### config.mk
export PLATFORM = sky130hd
export DESIGN_NAME = time_set_counter
export DESIGN_NICKNAME = d
export VERILOG_FILES = /design/src/rtl/time_set_counter_pkg.sv /design/src/rtl/bcd2_counter.sv /design/src/rtl/time_set_counter.sv
export SDC_FILE = /design/constraint.sdc
export NUM_CORES = 1
export LEC_CHECK = 0
export ABC_AREA = 0
export CORE_MARGIN = 3
export CORE_UTILIZATION = 45
export CTS_CLUSTER_SIZE = 28
export DETAILED_ROUTE_END_ITERATION = 7
export GPL_TIMING_DRIVEN = 0
export PLACE_DENSITY = 0.62
export SLEW_MARGIN = 20
export SYNTH_ARGS = -nofsm -noshare
export SYNTH_HDL_FRONTEND = slang
export SYNTH_SLANG_ARGS = --single-unit
export TNS_END_PERCENT = 20
### constraint.sdc
create_clock -name clk -period 2.8 [get_ports clk]
set_input_delay 0.42 -clock clk [delete_from_list [all_inputs] [get_ports clk]]
set_output_delay 0.42 -clock clk [all_outputs]
set_load 0.01 [all_outputs]
### src/rtl/time_set_counter_pkg.sv
// time_set_counter_pkg
// Shared definitions for the time-keeping / time-setting front end:
//   - state_e : set-mode FSM states (RUN -> SET_HR -> SET_MIN -> SET_SEC -> RUN)
//   - BCD limit constants used to configure the two-digit counters
package time_set_counter_pkg;

    typedef enum logic [1:0] {
        RUN     = 2'd0,
        SET_HR  = 2'd1,
        SET_MIN = 2'd2,
        SET_SEC = 2'd3
    } state_e;

    localparam logic [3:0] HR_TENS_MAX    = 4'd2;
    localparam logic [3:0] HR_ONES_AT_MAX = 4'd3;
    localparam logic [3:0] MS_TENS_MAX    = 4'd5;
    localparam logic [3:0] ONES_MAX       = 4'd9;

endpackage

### src/rtl/bcd2_counter.sv
// bcd2_counter
// Two-digit BCD counter with a programmable maximum (e.g. 23 or 59).
// Ports:
//   clk, rst_n      : clock (rising edge), asynchronous active-low reset
//   inc             : advance the count by one this cycle
//   tens, ones      : registered BCD digits
//   carry_out       : high when inc wraps the count from max back to 00
//                     (combinational, same cycle as the wrapping inc)
module bcd2_counter
    import time_set_counter_pkg::*;
#(
    parameter logic [3:0] TENS_MAX    = MS_TENS_MAX,
    parameter logic [3:0] ONES_AT_MAX = ONES_MAX
) (
    input  logic       clk,
    input  logic       rst_n,
    input  logic       inc,
    output logic [3:0] tens,
    output logic [3:0] ones,
    output logic       carry_out
);

    logic [3:0] tens_q, tens_d;
    logic [3:0] ones_q, ones_d;
    logic       at_max;

    always_comb begin
        at_max = (tens_q == TENS_MAX) && (ones_q == ONES_AT_MAX);
        tens_d = tens_q;
        ones_d = ones_q;
        if (inc) begin
            if (at_max) begin
                tens_d = 4'd0;
                ones_d = 4'd0;
            end else if (ones_q == ONES_MAX) begin
                ones_d = 4'd0;
                tens_d = tens_q + 4'd1;
            end else begin
                ones_d = ones_q + 4'd1;
            end
        end
    end

    always_ff @(posedge clk or negedge rst_n) begin
        if (!rst_n) begin
            tens_q <= 4'd0;
            ones_q <= 4'd0;
        end else begin
            tens_q <= tens_d;
            ones_q <= ones_d;
        end
    end

    assign tens      = tens_q;
    assign ones      = ones_q;
    assign carry_out = inc & at_max;

endmodule

### src/rtl/time_set_counter.sv
// time_set_counter
// 24-hour HH:MM:SS time keeper with a button-driven set mode and per-field
// blink enables for downstream BCD-to-7-segment decoders.
// Ports:
//   clk, rst_n                 : clock (rising edge), async active-low reset
//   btn_mode                   : one-cycle pulse, advance set-mode state
//   btn_inc                    : one-cycle pulse, increment the edited field
//   hr_*/min_*/sec_* (4b each) : BCD time digits
//   en_set_hr/min/sec          : decoder enable per field (0 blanks it)
//   sec_tick                   : one-cycle pulse on each counted second in RUN
module time_set_counter
    import time_set_counter_pkg::*;
#(
    parameter int TICK_DIV  = 50000000,
    parameter int BLINK_DIV = 12500000
) (
    input  logic       clk,
    input  logic       rst_n,
    input  logic       btn_mode,
    input  logic       btn_inc,
    output logic [3:0] hr_tens,
    output logic [3:0] hr_ones,
    output logic [3:0] min_tens,
    output logic [3:0] min_ones,
    output logic [3:0] sec_tens,
    output logic [3:0] sec_ones,
    output logic       en_set_hr,
    output logic       en_set_min,
    output logic       en_set_sec,
    output logic       sec_tick
);

    localparam int PW = (TICK_DIV > 1) ? $clog2(TICK_DIV) : 1;
    localparam int BW = (BLINK_DIV > 1) ? $clog2(BLINK_DIV) : 1;
    localparam logic [PW-1:0] TICK_LAST  = PW'(TICK_DIV - 1);
    localparam logic [BW-1:0] BLINK_LAST = BW'(BLINK_DIV - 1);

    state_e        state_q, state_d;
    logic [PW-1:0] presc_q, presc_d;
    logic [BW-1:0] blink_cnt_q, blink_cnt_d;
    logic          blink_phase_q, blink_phase_d;

    logic tick;
    logic inc_acc;
    logic sec_inc, min_inc, hr_inc;
    logic sec_carry, min_carry, hr_carry;

    always_comb begin
        state_d       = state_q;
        presc_d       = '0;
        blink_cnt_d   = blink_cnt_q;
        blink_phase_d = blink_phase_q;
        tick          = 1'b0;

        // Prescaler only advances in RUN; anywhere else it sits at 0 so the
        // first tick after returning to RUN is a full TICK_DIV away.
        if (state_q == RUN) begin
            tick    = (presc_q == TICK_LAST);
            presc_d = tick ? '0 : presc_q + 1'b1;
        end

        if (btn_mode) begin
            case (state_q)
                RUN:     state_d = SET_HR;
                SET_HR:  state_d = SET_MIN;
                SET_MIN: state_d = SET_SEC;
                SET_SEC: state_d = RUN;
                default: state_d = RUN;
            endcase
        end

        if (state_d != RUN) begin
            presc_d = '0;
        end

        // Restart the blink on any state change or accepted increment so the
        // edited field is shown right after it changes.
        if ((state_d != state_q) || inc_acc) begin
            blink_cnt_d   = '0;
            blink_phase_d = 1'b1;
        end else if (state_q != RUN) begin
            if (blink_cnt_q == BLINK_LAST) begin
                blink_cnt_d   = '0;
                blink_phase_d = ~blink_phase_q;
            end else begin
                blink_cnt_d = blink_cnt_q + 1'b1;
            end
        end else begin
            blink_cnt_d   = '0;
            blink_phase_d = 1'b1;
        end
    end

    // Mode wins over a simultaneous inc; inc is ignored in RUN.
    assign inc_acc = btn_inc & ~btn_mode & (state_q != RUN);

    // Carries only ripple on a RUN tick; set-mode wraps stay within a field.
    assign sec_inc = tick | (inc_acc & (state_q == SET_SEC));
    assign min_inc = (tick & sec_carry) | (inc_acc & (state_q == SET_MIN));
    assign hr_inc  = (tick & min_carry) | (inc_acc & (state_q == SET_HR));

    always_ff @(posedge clk or negedge rst_n) begin
        if (!rst_n) begin
            state_q       <= RUN;
            presc_q       <= '0;
            blink_cnt_q   <= '0;
            blink_phase_q <= 1'b1;
        end else begin
            state_q       <= state_d;
            presc_q       <= presc_d;
            blink_cnt_q   <= blink_cnt_d;
            blink_phase_q <= blink_phase_d;
        end
    end

    bcd2_counter #(
        .TENS_MAX    (MS_TENS_MAX),
        .ONES_AT_MAX (ONES_MAX)
    ) u_sec (
        .clk       (clk),
        .rst_n     (rst_n),
        .inc       (sec_inc),
        .tens      (sec_tens),
        .ones      (sec_ones),
        .carry_out (sec_carry)
    );

    bcd2_counter #(
        .TENS_MAX    (MS_TENS_MAX),
        .ONES_AT_MAX (ONES_MAX)
    ) u_min (
        .clk       (clk),
        .rst_n     (rst_n),
        .inc       (min_inc),
        .tens      (min_tens),
        .ones      (min_ones),
        .carry_out (min_carry)
    );

    // Hour carry has no consumer: 23 -> 00 simply wraps the day.
    bcd2_counter #(
        .TENS_MAX    (HR_TENS_MAX),
        .ONES_AT_MAX (HR_ONES_AT_MAX)
    ) u_hr (
        .clk       (clk),
        .rst_n     (rst_n),
        .inc       (hr_inc),
        .tens      (hr_tens),
        .ones      (hr_ones),
        .carry_out (hr_carry)
    );

    assign en_set_hr  = (state_q != SET_HR)  | blink_phase_q;
    assign en_set_min = (state_q != SET_MIN) | blink_phase_q;
    assign en_set_sec = (state_q != SET_SEC) | blink_phase_q;
    assign sec_tick   = tick;

    // Kept for symmetry with the other fields; nothing downstream uses it.
    logic unused_hr_carry;
    assign unused_hr_carry = hr_carry;

endmodule

==> results of run 1 <==
## kinds of logic (layout without fill, tap and decap cells)
logic type,count (synthesis),after routing,share of synthesized area [%]
AND/OR/NAND/NOR,198,198,25.1
flip-flops,77,77,45.7
XOR/XNOR,49,49,10.2
AO/OA/AOI/OAI,37,37,6.29
buffers and inverters,30,80,3.12
adder cells (fa/ha/maj),19,19,5.64
multiplexers,15,15,3.98
## worst max path at each step
stage / start / cells after the start / end
floorplan: state_q[0] / 8 / u_hr.ones[2]
global placement: rst_n / 1 / blink_cnt_q[12]
detailed placement: btn_mode / 7 / u_hr.ones[2]
CTS: presc_q[16] / 5 / sec_tick
global route: presc_q[0] / 6 / sec_tick
finish: presc_q[0] / 6 / sec_tick
## layout make-up
class | count | share of cell area [%]
inverters | 19 | 1.44
multi-input cells | 318 | 44.2
clock inverters | 4 | 1.46
plain buffers | 11 | 1.21
repair buffers | 34 | 7.12
flip-flops and latches | 77 | 38.9
well taps | 108 | 2.73
clock buffers | 12 | 2.93
## metrics by stage
step	total power [mW]	instances
after floorplan	1.92	425
after global placement	2.26	564
after detailed placement	2.29	565
after CTS	3.24	583
after global routing	3.43	583
final	3.19	583
## synthesized netlist by cell type (6+ instances only)
library cell  count  area, µm²
mux2_2           14        158
buf_2             6       30.0
nand2b_1          7       43.8
and3_1           15       93.8
ha_1             19        238
xnor2_1          23        201
o21ai_0          14       70.1
dfrtp_1          76       1900
nand4_1          11       68.8
nand3_1          21        105
a21oi_1           6       30.0
xor2_1           26        228
nor2_1           76        285
inv_1            19       71.3
nand2_1          23       86.3
## sequential cells by signal, summed over array words and instances (netlist names)
| register | flops |
|---|---|
| blink_phase_q | 1 |
| u_sec.ones | 4 |
| u_hr.tens | 4 |
| presc_q | 26 |
| u_min.tens | 4 |
| u_min.ones | 4 |
| u_hr.ones | 4 |
| u_sec.tens | 4 |
| blink_cnt_q | 24 |
| state_q | 2 |
## layer usage
layer	global-route usage (%)	vias up	part of all wire, %
met5	0	-	0
met4	6.18	0	1.6
met3	3.32	9	3.1
met2	26.5	50	46
met1	23.6	1504	50
li1	-	1553	-
## worst register-to-register path, delay by kind of cell, from the launching register on
family	cells	cell delay (ns)
multiplexers	1	0.35
AO/OA/AOI/OAI	2	0.45
buffers and inverters	2	0.26
AND/OR/NAND/NOR	2	0.58
adder cells (fa/ha/maj)	1	0.25
flip-flops	1	0.43
## power breakdown
group          switching (mW)  internal, mW  leakage [nW]
logic                   0.451         0.419         0.899
registers               0.156          1.23          1.04
clock network           0.409         0.526         0.107
## timing repair
action,4_1_cts,5_1_grt
setup endpoints to repair,1,1
cloned,0,0
hold buffers,1,0
gates resized for setup,0,5
pin swaps,1,0
hold endpoints to repair,10,0
setup buffers,1,0
==> summary.txt, run 1 <==
Starting Density -> 47.4%
Setup TNS -> 0 ns
MaxCap Viol Count -> 0
VDD IR max -> 0.307 mV
CTS sink cnt -> 77
Layout net count -> 493
Post-Syn Instances -> 425
EDFF count, synth -> 0
PwrDens -> 644 nW/µm²
Worst reg2reg path depth -> 8
Highest cell delay on the worst timing path -> 0.54 ns
Fin. Hold Viols -> 0
DR iter-0 viols -> 117
Via count -> 3,116
Worst EP arrival -> 2.20 ns
Minimum clock period -> 2.62 ns
Post-synthesis sequential area ratio -> 45.7%
Hold path start -> u_hr.tens[3]
Static Leak -> 2.05 nW
Die Footprint -> 10,600 µm²
Total Routing Usage GR -> 17.0%
Dpl hpwl -> 5.76 mm
Asr flop ratio synth -> 100%
Worst Tran Pin Value -> 0.766 ns
CP Launch Type -> flop
Mean number of vias per cell -> 5.34
Final core occ -> 55.7%
H-Tree Depth -> 3
Drt drc -> 0
Root buffer cell -> clkbuf_8
Die W -> 103 µm
TritonRoute pass-1 iters -> 4
Worst setup path class -> flop to primary output
Slew Limit Headroom -> 48.5%
Area after DPL -> 4690 µm²
CP top delay family -> simple AND/OR/NAND/NOR gates
Vias in the first global route -> 3,055
Avg WL per Cell -> 14.0 µm
Yosys reg bits -> 77
Clock tree buffer depth -> 2
Cell Area, Synth -> 4220 µm²
Fillers -> 783
Final worst-path cycle share -> 93.6%
Top FF cell, synth -> dfrtp_1
CP Buf/Inv Count -> 1
Outcome -> finished, final reports clean
GR Overflow Total -> 0
Routability cong. -> 0.785
Most frequent cells in the layout -> 76 x nor2_1, 76 x dfrtp_1, 30 x clkdlybuf4s50_1
Cells on Worst Hold Path -> 1
TritonCTS clock tree -> built
Buffers added on ports -> 31
Worst R2R End -> u_hr.ones[2]
Clk_skew -> 0.0105 ns
CTS buffer count -> 9
First-pass GRT wire length -> 14.2 mm
Post-Place Worst Slack -> 0.152 ns
Antenna-violating nets left -> 0
Worst Path Max Fanout -> 4
Worst hold path type -> flop to flop
Crit-path cells -> ha_2 -> nand3_2 -> nor4_4 -> and2_1 -> and3_1 -> clkdlybuf4s50_1
Area of the core -> 8890 µm²
Fin area -> 4950 µm²
Worst-path clk slew -> 0.08 ns
Yosys warnings -> 0
Clock Latency Late Sink -> 0.35 ns
Synthesized Nets -> 448
Row count -> 34
Initial antenna violation count -> 0
Area of the multi-input gates -> 2190 µm²
Hold slack -> 0.489 ns
Hold Path End -> u_hr.tens[3]
WP data required -> 2.38 ns
Crit path setup slack, layout -> 0.179 ns
Syn_area_per_cell -> 9.92 µm²
Synth cell types -> 54
R2r startpoint -> state_q[0]
Die Y -> 103 µm
Slew Limit Fails -> 0
Reg area -> 1930 µm²
CP max stage cell -> clkdlybuf4s50_1
Largest net degree at the start of global routing -> 50
RSZ-0062 raised after global routing -> no
Max Fclk -> 382 MHz
Critical Path End Type -> primary output
Reg2reg setup slack -> 0.37 ns
Number of I/O pins -> 32
Share of cells above drive strength 1 -> 12.0%
Final Setup Violations -> 0
Final WL -> 8.14 mm
Antenna diodes -> 0
Synth-to-layout area growth -> 17.5%
Power figures use the tool's default switching activity.
==> run 2: changes to the inputs <==
Settings changed: SETUP_SLACK_MARGIN set to 0.15.
==> summary.txt, run 2 (synthesized netlist as in run 1, its figures left out) <==
Outcome -> finished, final reports clean
Max Fclk -> 410 MHz (+7.4%)
Fillers -> 780 (-0.38%)
Worst-path clk slew -> 0.08 ns (about the same)
Mean number of vias per cell -> 5.31 (-0.58%)
Reg area -> 1930 µm² (+0.19%)
Placed Cells -> 565 (unchanged)
Hold path start -> u_hr.tens[3]
Crit path setup slack, layout -> 0.360 ns (+0.181 ns)
Starting Density -> 47.4% (unchanged)
First-pass GRT wire length -> 14.3 mm (+0.39%)
WP data required -> 3.04 ns (+0.66 ns)
Slew Limit Fails -> 0 (unchanged)
Root buffer cell -> clkbuf_8
Pwr Total -> 3.20 mW (+0.27%)
Final worst-path cycle share -> 87.1% (-6.5 points)
Clock Latency Late Sink -> 0.35 ns (about the same)
Initial antenna violation count -> 0 (unchanged)
Number of I/O pins -> 32 (unchanged)
Largest net degree at the start of global routing -> 50 (unchanged)
Worst Path Max Fanout -> 7 (+3)
Vias in the first global route -> 3,059 (+0.13%)
H-Tree Depth -> 3 (unchanged)
Crit path from -> state_q[0]
VDD IR max -> 0.305 mV (-0.74%)
Final WL -> 8.21 mm (+0.90%)
Clock tree buffer depth -> 2 (unchanged)
Die Footprint -> 10,600 µm² (unchanged)
MaxCap Viol Count -> 0 (unchanged)
Antenna-violating nets left -> 0 (unchanged)
CP Launch Type -> flop
Drt drc -> 0 (unchanged)
Buffers added on ports -> 31 (unchanged)
RSZ-0062 raised after global routing -> yes
DR iter-0 viols -> 115 (-1.7%)
Layout net count -> 496 (+0.61%)
Post-Place Worst Slack -> 0.152 ns (unchanged)
Avg WL per Cell -> 14.0 µm (+0.38%)
Hold slack -> 0.489 ns (+0.0000250 ns)
CP Buf/Inv Count -> 2 (+1)
Fin area -> 4990 µm² (+0.78%)
Antenna diodes -> 0 (unchanged)
Layout Cells excl Fill -> 586 (+0.51%)
Biggest registers after layout -> presc_q: 26 flops, blink_cnt_q: 24 flops
Area after DPL -> 4690 µm² (unchanged)
PwrDens -> 641 nW/µm² (-0.51%)
Slew Limit Headroom -> 48.5% (unchanged)
Worst setup path class -> flop to flop
Static Leak -> 2.08 nW (+1.4%)
TritonCTS clock tree -> built
Die Y -> 103 µm (unchanged)
Area of the multi-input gates -> 2200 µm² (+0.46%)
Setup TNS -> 0 ns (unchanged)
Synth-to-layout area growth -> 18.4%
CP top delay family -> simple AND/OR/NAND/NOR gates
Highest cell delay on the worst timing path -> 0.43 ns (-0.11 ns)
R2r startpoint -> state_q[0]
Share of cells above drive strength 1 -> 13.8% (+1.8 points)
Worst EP arrival -> 2.68 ns (+0.48 ns)
Clk_skew -> 0.0128 ns (+0.00231 ns)
Most frequent cells in the layout -> 76 x nor2_1, 73 x dfrtp_1, 29 x clkdlybuf4s50_1
Largest register FFs -> 26 (unchanged)
Final Setup Violations -> 0 (unchanged)
Crit-path cells -> inv_1 -> ha_1 -> nor3b_1 -> and2_1 -> buf_2 -> o2111ai_4 -> a21boi_0 -> mux2_2
Fin. Hold Viols -> 0 (unchanged)
Final core occ -> 56.2% (+0.44 points)
Worst hold path type -> flop to flop
CTS sink cnt -> 77 (unchanged)
Total Routing Usage GR -> 17.0% (+0.057 points)
Die W -> 103 µm (unchanged)
Minimum clock period -> 2.44 ns (-0.181 ns)
Area of the core -> 8890 µm² (unchanged)
GR Overflow Total -> 0 (unchanged)
Commonest non-fill, non-tap cell in the layout -> nor2_1
Worst Tran Pin Value -> 0.766 ns (unchanged)
CP max stage cell -> dfrtp_1
Row count -> 34 (unchanged)
Critical Path End Type -> flop
TritonRoute pass-1 iters -> 4 (unchanged)
CTS buffer count -> 9 (unchanged)
Dpl hpwl -> 5.76 mm (unchanged)
Top reg by flops -> presc_q
Via count -> 3,114 (-0.064%)
Routability cong. -> 0.785 (unchanged)
==> run 2: where the power goes <==
group	total [mW]	switching [mW]	leakage [nW]	internal, mW
sequential	1.38	0.154	1.04	1.23
combinational	0.881	0.455	0.933	0.426
clock	0.936	0.410	0.107	0.526
total	3.20	1.02	2.08	2.18
==> run 2: timing repair <==
action,4_1_cts,5_1_grt
buffers inserted,2,2
resized for setup,3,9
setup endpoints to repair,1,3
pin swaps,1,2
hold buffers,1,0
endpoints found under the hold margin,10,0
==> run 2: final cells by class <==
class                      count  area share (%)
multi-input combinational    318            44.0
sequential                    77            38.7
timing repair buffer          37            7.57
clock buffer                  12            2.91
tap                          108            2.71
clock inverter                 4            1.45
inverter                      19            1.43
buffer                        11            1.20
==> run 2: final timing paths <==
check                                end  slack, ns  cells past startpoint
max reg2reg                 u_hr.ones[2]       0.36                      8
min in group asynchronous  u_sec.ones[2]       0.53                      2
min reg2reg                 u_hr.tens[3]       0.49                      1
max                         u_hr.ones[2]       0.36                      8
min                         u_hr.tens[3]       0.49                      1
max in group asynchronous  blink_phase_q       1.66                      3
==> run 2: per-layer routing <==
metal,global-route usage (%),part of all wire [%],up-vias
met5,0,0,-
met4,6.18,1.8,0
met3,3.32,3.3,12
met2,26.4,45,51
met1,23.8,49,1492
li1,-,-,1559
